`config.mk`:
```
export PLATFORM = sky130hd
export DESIGN_NAME = wb_master_arbiter
export DESIGN_NICKNAME = d
export VERILOG_FILES = /design/src/rtl/wb_master_arbiter.sv
export SDC_FILE = /design/constraint.sdc
export NUM_CORES = 1
export LEC_CHECK = 0
export CAP_MARGIN = 20
export CORE_MARGIN = 2
export CORE_UTILIZATION = 32
export CTS_BUF_LIST = sky130_fd_sc_hd__clkbuf_4
export DETAILED_ROUTE_END_ITERATION = 16
export PLACE_DENSITY = 0.93
export SLEW_MARGIN = 20
export SYNTH_ARGS = -nofsm -noshare
export SYNTH_HDL_FRONTEND = slang
export SYNTH_SLANG_ARGS = --single-unit
```
`constraint.sdc`:
```
create_clock -name wb_clk_i -period 1.9 [get_ports wb_clk_i]
set_input_delay 0.19 -clock wb_clk_i [delete_from_list [all_inputs] [get_ports wb_clk_i]]
set_output_delay 0.19 -clock wb_clk_i [all_outputs]
set_load 0.05 [all_outputs]
```
`src/rtl/wb_master_arbiter.sv`:
```
// Two-master, one-slave WISHBONE arbiter with round-robin grant and a
// no-ack watchdog. One transaction per grant, always followed by an IDLE
// cycle. The grant is registered (one cycle of arbitration latency); the
// slave-side signals and the master acks are combinational from the owner.
//
// Handshake: a master holds stb until it sees ack or err in the same cycle.
// ack_o = s_ack_i & owner stb while BUSY. A master that drops stb
// without ack aborts its transaction, with no ack and no err.
module wb_master_arbiter #(
   parameter int ADR_W       = 8,
   parameter int DAT_W       = 8,
   parameter int TIMEOUT_CYC = 64,
   parameter int CNT_W       = 8
) (
   input  logic             wb_clk_i,
   input  logic             wb_rst_i,
   // master 0 (CPU)
   input  logic [ADR_W-1:0] m0_adr_i,
   input  logic [DAT_W-1:0] m0_dat_i,
   output logic [DAT_W-1:0] m0_dat_o,
   input  logic             m0_we_i,
   input  logic             m0_stb_i,
   output logic             m0_ack_o,
   output logic             m0_err_o,
   // master 1 (debug/loader)
   input  logic [ADR_W-1:0] m1_adr_i,
   input  logic [DAT_W-1:0] m1_dat_i,
   output logic [DAT_W-1:0] m1_dat_o,
   input  logic             m1_we_i,
   input  logic             m1_stb_i,
   output logic             m1_ack_o,
   output logic             m1_err_o,
   // slave
   output logic [ADR_W-1:0] s_adr_o,
   output logic [DAT_W-1:0] s_dat_o,
   output logic             s_we_o,
   output logic             s_stb_o,
   output logic             s_cyc_o,
   input  logic [DAT_W-1:0] s_dat_i,
   input  logic             s_ack_i,
   // status
   output logic [1:0]       gnt_o,
   output logic             timeout_o,
   output logic             o_dbg_state
);

   typedef enum logic {
      ST_IDLE = 1'b0,
      ST_BUSY = 1'b1
   } state_t;

   localparam bit WD_EN = (TIMEOUT_CYC != 0);
   // Counter value seen on the last allowed BUSY cycle.
   localparam logic [CNT_W-1:0] CNT_LAST = CNT_W'((TIMEOUT_CYC == 0) ? 0 : TIMEOUT_CYC - 1);

   state_t           r_state;
   logic             r_owner;   // 0 = m0, 1 = m1
   logic             r_last;    // master that owned the most recent grant
   logic [CNT_W-1:0] r_cnt;

   state_t           w_state_nxt;
   logic             w_owner_nxt;
   logic             w_last_nxt;
   logic [CNT_W-1:0] w_cnt_nxt;

   logic             w_busy;
   logic             w_own_stb;
   logic             w_ack;
   logic             w_expire;

   assign w_busy    = (r_state == ST_BUSY);
   assign w_own_stb = r_owner ? m1_stb_i : m0_stb_i;
   assign w_ack     = w_busy & s_ack_i & w_own_stb;
   // Ack on the final cycle wins over expiry.
   assign w_expire  = WD_EN & w_busy & w_own_stb & ~s_ack_i & (r_cnt == CNT_LAST);

   // Read data is broadcast; each master qualifies it with its own ack.
   assign m0_dat_o    = s_dat_i;
   assign m1_dat_o    = s_dat_i;
   assign o_dbg_state = r_state;

   // State, owner, round-robin pointer and watchdog counter registers.
   always_ff @(posedge wb_clk_i or posedge wb_rst_i) begin
      if (wb_rst_i) begin
         r_state <= ST_IDLE;
         r_owner <= 1'b0;
         r_last  <= 1'b1;
         r_cnt   <= '0;
      end else begin
         r_state <= w_state_nxt;
         r_owner <= w_owner_nxt;
         r_last  <= w_last_nxt;
         r_cnt   <= w_cnt_nxt;
      end
   end

   // Next-state arbitration and owner-muxed bus outputs.
   always_comb begin
      w_state_nxt = r_state;
      w_owner_nxt = r_owner;
      w_last_nxt  = r_last;
      w_cnt_nxt   = '0;
      s_adr_o     = '0;
      s_dat_o     = '0;
      s_we_o      = 1'b0;
      s_stb_o     = 1'b0;
      s_cyc_o     = 1'b0;
      gnt_o       = 2'b00;
      m0_ack_o    = 1'b0;
      m1_ack_o    = 1'b0;
      m0_err_o    = 1'b0;
      m1_err_o    = 1'b0;
      timeout_o   = 1'b0;
      case (r_state)
         ST_IDLE: begin
            if (m0_stb_i | m1_stb_i) begin
               w_state_nxt = ST_BUSY;
               if (m0_stb_i & m1_stb_i)
                  w_owner_nxt = ~r_last;
               else
                  w_owner_nxt = m1_stb_i;
            end
         end
         ST_BUSY: begin
            s_cyc_o   = 1'b1;
            gnt_o     = r_owner ? 2'b10 : 2'b01;
            s_adr_o   = r_owner ? m1_adr_i : m0_adr_i;
            s_dat_o   = r_owner ? m1_dat_i : m0_dat_i;
            s_we_o    = r_owner ? m1_we_i  : m0_we_i;
            s_stb_o   = w_own_stb & ~w_expire;
            m0_ack_o  = w_ack & ~r_owner;
            m1_ack_o  = w_ack &  r_owner;
            m0_err_o  = w_expire & ~r_owner;
            m1_err_o  = w_expire &  r_owner;
            timeout_o = w_expire;
            if (w_ack | w_expire | ~w_own_stb) begin
               w_state_nxt = ST_IDLE;
               w_last_nxt  = r_owner;
            end else begin
               w_cnt_nxt = r_cnt + CNT_W'(1);
            end
         end
         default: w_state_nxt = ST_IDLE;
      endcase
   end

endmodule

```
==> results by stage <==
Final layout:
- The total inserted antenna cells is 0.
- The area added between synthesis and finish is 96.2%.
- The number of nets in the layout is around 230.
- The layout cell share with drive strength beyond 1 is 0.297.

Clock tree:
- Hold repair after CTS inserted 0 buffers.
- In this run the deepest clock path goes through 2 buffers.
- The clock root buffer is sky130_fd_sc_hd__clkbuf_4.
- In this run the number of H-tree levels came out at 1.
- After clock tree synthesis, the clock-pin slew on the worst setup and hold paths is around 0.080 ns.
- The number of clock sinks is 11.
- Clock tree synthesis inserted a total of 3 buffers.
- TritonCTS built the clock tree.
- The clock latency of the later-clocked register in the worst-skew pair is ~0.27 ns.

Worst setup path:
- STA puts the critical path data arrival time at ~1.8 ns.
- The capturing element type of the critical path is an output port.
- The critical path required time is about 1.7 ns.
- In this run the worst setup path begins at r_cnt[1].
- The largest individual stage delay along the critical path comes from the cell sky130_fd_sc_hd__or4b_4.
- In this run the critical register-to-register path is captured at r_cnt[6].
- The reg-to-reg critical path startpoint is r_cnt[0].
- Walking the worst path, the cells encountered are ha_1 > or4b_4 > buf_4 > nor3_4 > buf_12.
- The maximum fanout count along the critical path is 4.
- The worst register-to-register path has a depth of 5.
- The worst setup path is of the register to output port kind.
- The startpoint type of the worst setup path is a register.
- Setup slack on the worst reg-to-reg path comes out at slightly above 0.3 ns.
- The highest cell delay on the worst timing path is between 0.4 and 0.5 ns.

Timing:
- The number of pins with negative max-slew slack in the final report is 0.
- The clock arrives with approximately 0.0080 ns of skew.
- The highest clock frequency the design can meet is 0.514 GHz.
- Headroom to the max-slew limit came out at 0.653.
- The transition time at the pin with the least slew margin is between 0.5 and 0.6 ns.
- Setup repair after global routing could not meet its margin everywhere.
- Once routing completed, OpenROAD measured the worst setup slack at -0.0454 ns.
- Dividing the final minimum period by the clock period gives 1.02.
- The hold violation count in the final report is 0.
- The shortest clock period the worst path allows after layout is 1.95 ns.
- Setup violations remaining at the end of the flow were counted as 4.

GRT:
- The total routing usage reported by global routing is 0.171.
- Global routing finished with a remaining overflow of 0.
- The via count of the first global-routing pass is about 1,100.
- The initial antenna violation count is 0.
- The pin count of the biggest net entering global routing is 18.
- The global-route wire length before repair is 4710 microns.

Floorplanning:
- For this configuration, the core starts out at a cell density of 0.333.
- For this design the top-level I/O count stands at 90.
- The die footprint is between 3000 and 4000 sq um.
- Measured along the y axis, the die boundary spans between 50 and 60 microns.
- The die is roughly 60 microns wide.
- The floorplan has 20 rows.
- The area of the core region is between 3000 and 4000 sq um.

Power:
- The internal power consumption is 1260 uW.
- Power spread over the standard cell area amounts to roughly 1200 nW/um^2.
- The design draws around 2400 uW.
- The sequential group share of total power is 0.129.
- In this run the static leakage power is between 0.0008 and 0.0009 uW.
- The switching power share of the total is 0.484.
- For this design the total switching power over the nets is around 1200 uW.
- Of the total power, the clock network draws 0.073.
- The share of total power in combinational logic is 0.798.
- IR analysis of the VDD net gives a maximum drop of slightly above 0.9 mV.

Placed design:
- Before CTS, the worst setup slack after placement is -0.0421 ns.
- The number of port buffers is 65.
- The half-perimeter wire length after placement is roughly 2400 microns.
- At the end of routability-driven placement, the weighted congestion stood at between 0.8 and 0.9.

Status:
- The flow ran to the end, but the final reports show violations.
- The checks that failed: setup timing.

Logic synthesis:
- In the synthesized netlist the dominant register cell turns out to be sky130_fd_sc_hd__dfrtp_1.
- For this run, the register share of the synthesized area comes to 0.277.
- When the netlist entered floorplanning its net count stood at roughly 170.
- The Yosys step of the flow raised 0 warnings.
- In this run, synthesis inferred 0 flip-flops with an integrated enable.
- The summed instance area of the synthesized netlist is between 900 and 1000 sq um.
- The register bit total from synthesis is 11.
- Synthesis produced a netlist whose cell count is 121.
- The fraction of synthesis flops using an asynchronous set or reset pin is 1.00.
- The post-synthesis cell type count is 31.
- The mean post-synth cell area is 8.26 sq um.

Detailed routing:
- The detailed router placed between 1,000 and 1,500 vias in this run.
- The routed length per instance is about 14 microns.
- The first routing iteration left 22 violations.
- The first-pass iteration count of the detailed router is 4.
- The routed design has about 2900 microns of wire.
- The count of antenna-violating nets left after detailed routing is 0.
- The number of vias per cell after detailed routing is about 5.
- The post-detailed-route DRC marker count is 0.

Hold path:
- The tightest min-delay check is of the input port to asynchronous set/reset pin type.

Flow run:
- The total of max-cap violations is 0.
layout make-up:
cell class              instances  area, sq um
repair buffers                 79         1010
multi-input cells              83          589
clock buffers                   4         30.0
well taps                      33         41.3
flip-flops and latches         11          277
inverters                       5         18.8
fillers                       228         1040
cell families (layout without fill, tap and decap cells):
family	after synthesis	after routing	share of synthesized area
simple gates	50	50	0.265
buf+inv	27	88	0.169
mux	18	18	0.181
compound gates	12	12	0.0776
flops	11	11	0.277
xor+xnor	2	2	0.0175
fa+ha+maj	1	1	0.0125
state kept, by name, indices dropped and copies added (netlist names):
name / flops
o_dbg_state: 1
r_owner: 1
r_cnt: 8
r_last: 1
critical path, delay by kind of cell (launching register included):
kind / cells / cell delay, ns
flip-flops: 1 / 0.35
adder cells (fa/ha/maj): 1 / 0.16
buffers and inverters: 2 / 0.34
AND/OR/NAND/NOR: 2 / 0.64
power groups by stage:
stage | Clock [uW] | Combinational, uW | Sequential [uW]
detailed placement | 0 | 1940 | 319
floorplan | 0 | 1110 | 338
finish | 178 | 1950 | 314
CTS | 180 | 1960 | 314
global route | 195 | 2030 | 319
global placement | 0 | 1920 | 316
what timing repair did:
item | 4_1_cts | 5_1_grt
gates cloned | 0 | 0
pin swaps | 1 | 0
setup buffers | 1 | 2
gates resized for setup | 3 | 0
endpoints found under the setup margin | 4 | 4
through the flow:
stage	cells	hold slack, ns	instance area, sq um	setup TNS (ns)	utilization
6_report	215	0.197	1960	-0.122	0.653
5_1_grt	215	0.252	1960	-0.446	0.653
4_1_cts	213	0.213	1950	-0.158	0.648
3_5_place_dp	208	0.381	1900	-0.131	0.632
3_3_place_gp	208	0.381	1900	-0.0403	0.632
2_1_floorplan	121	0.0417	1020	-1.12	-
cells in the mapped netlist (all sizes together) (3+ instances only):
cell type | count | area, sq um
and3 | 5 | 31.3
mux2i | 17 | 170
nand3 | 3 | 15.0
nand2 | 7 | 26.3
inv | 5 | 18.8
nor2 | 23 | 93.8
a21oi | 3 | 15.0
nor3 | 4 | 20.0
dfrtp | 10 | 250
buf | 20 | 143
layer usage:
metal,GRT usage,part of all wire,wire length (microns)
met5,0,0,0
met4,0.0381,0.0076,22
met3,0.0411,0.065,190
met2,0.295,0.55,1590
met1,0.215,0.38,1110
cell usage in the layout (no fill, tap or decap), types with 2 or more instances in the layout:
cell type                         netlist  routed
sky130_fd_sc_hd__nand3_1                3       3
sky130_fd_sc_hd__buf_12                 0      25
sky130_fd_sc_hd__and3_4                 0       2
sky130_fd_sc_hd__o21ai_0                2       2
sky130_fd_sc_hd__and3_2                 0       2
sky130_fd_sc_hd__mux2i_1               17      17
sky130_fd_sc_hd__nor2_1                22      21
sky130_fd_sc_hd__a31oi_1                2       2
sky130_fd_sc_hd__clkdlybuf4s50_1        0      40
sky130_fd_sc_hd__buf_4                 17      14
sky130_fd_sc_hd__a21oi_1                3       3
sky130_fd_sc_hd__dfrtp_1               10      10
sky130_fd_sc_hd__nand2_1                7       7
sky130_fd_sc_hd__nand4b_1               2       2
sky130_fd_sc_hd__nor2_4                 1       2
sky130_fd_sc_hd__nor3_1                 4       3
sky130_fd_sc_hd__clkbuf_4               0       4
sky130_fd_sc_hd__inv_1                  5       5
worst max path at each step:
stage,endpoint,slack (ns),cells after the start
6_report,timeout_o,-0.05,5
5_1_grt,timeout_o,-0.12,5
4_1_cts,timeout_o,-0.05,5
3_5_place_dp,timeout_o,-0.04,5
3_3_place_gp,timeout_o,-0.02,5
2_1_floorplan,s_adr_o[4],-0.07,3
Power figures use the tool's default switching activity.
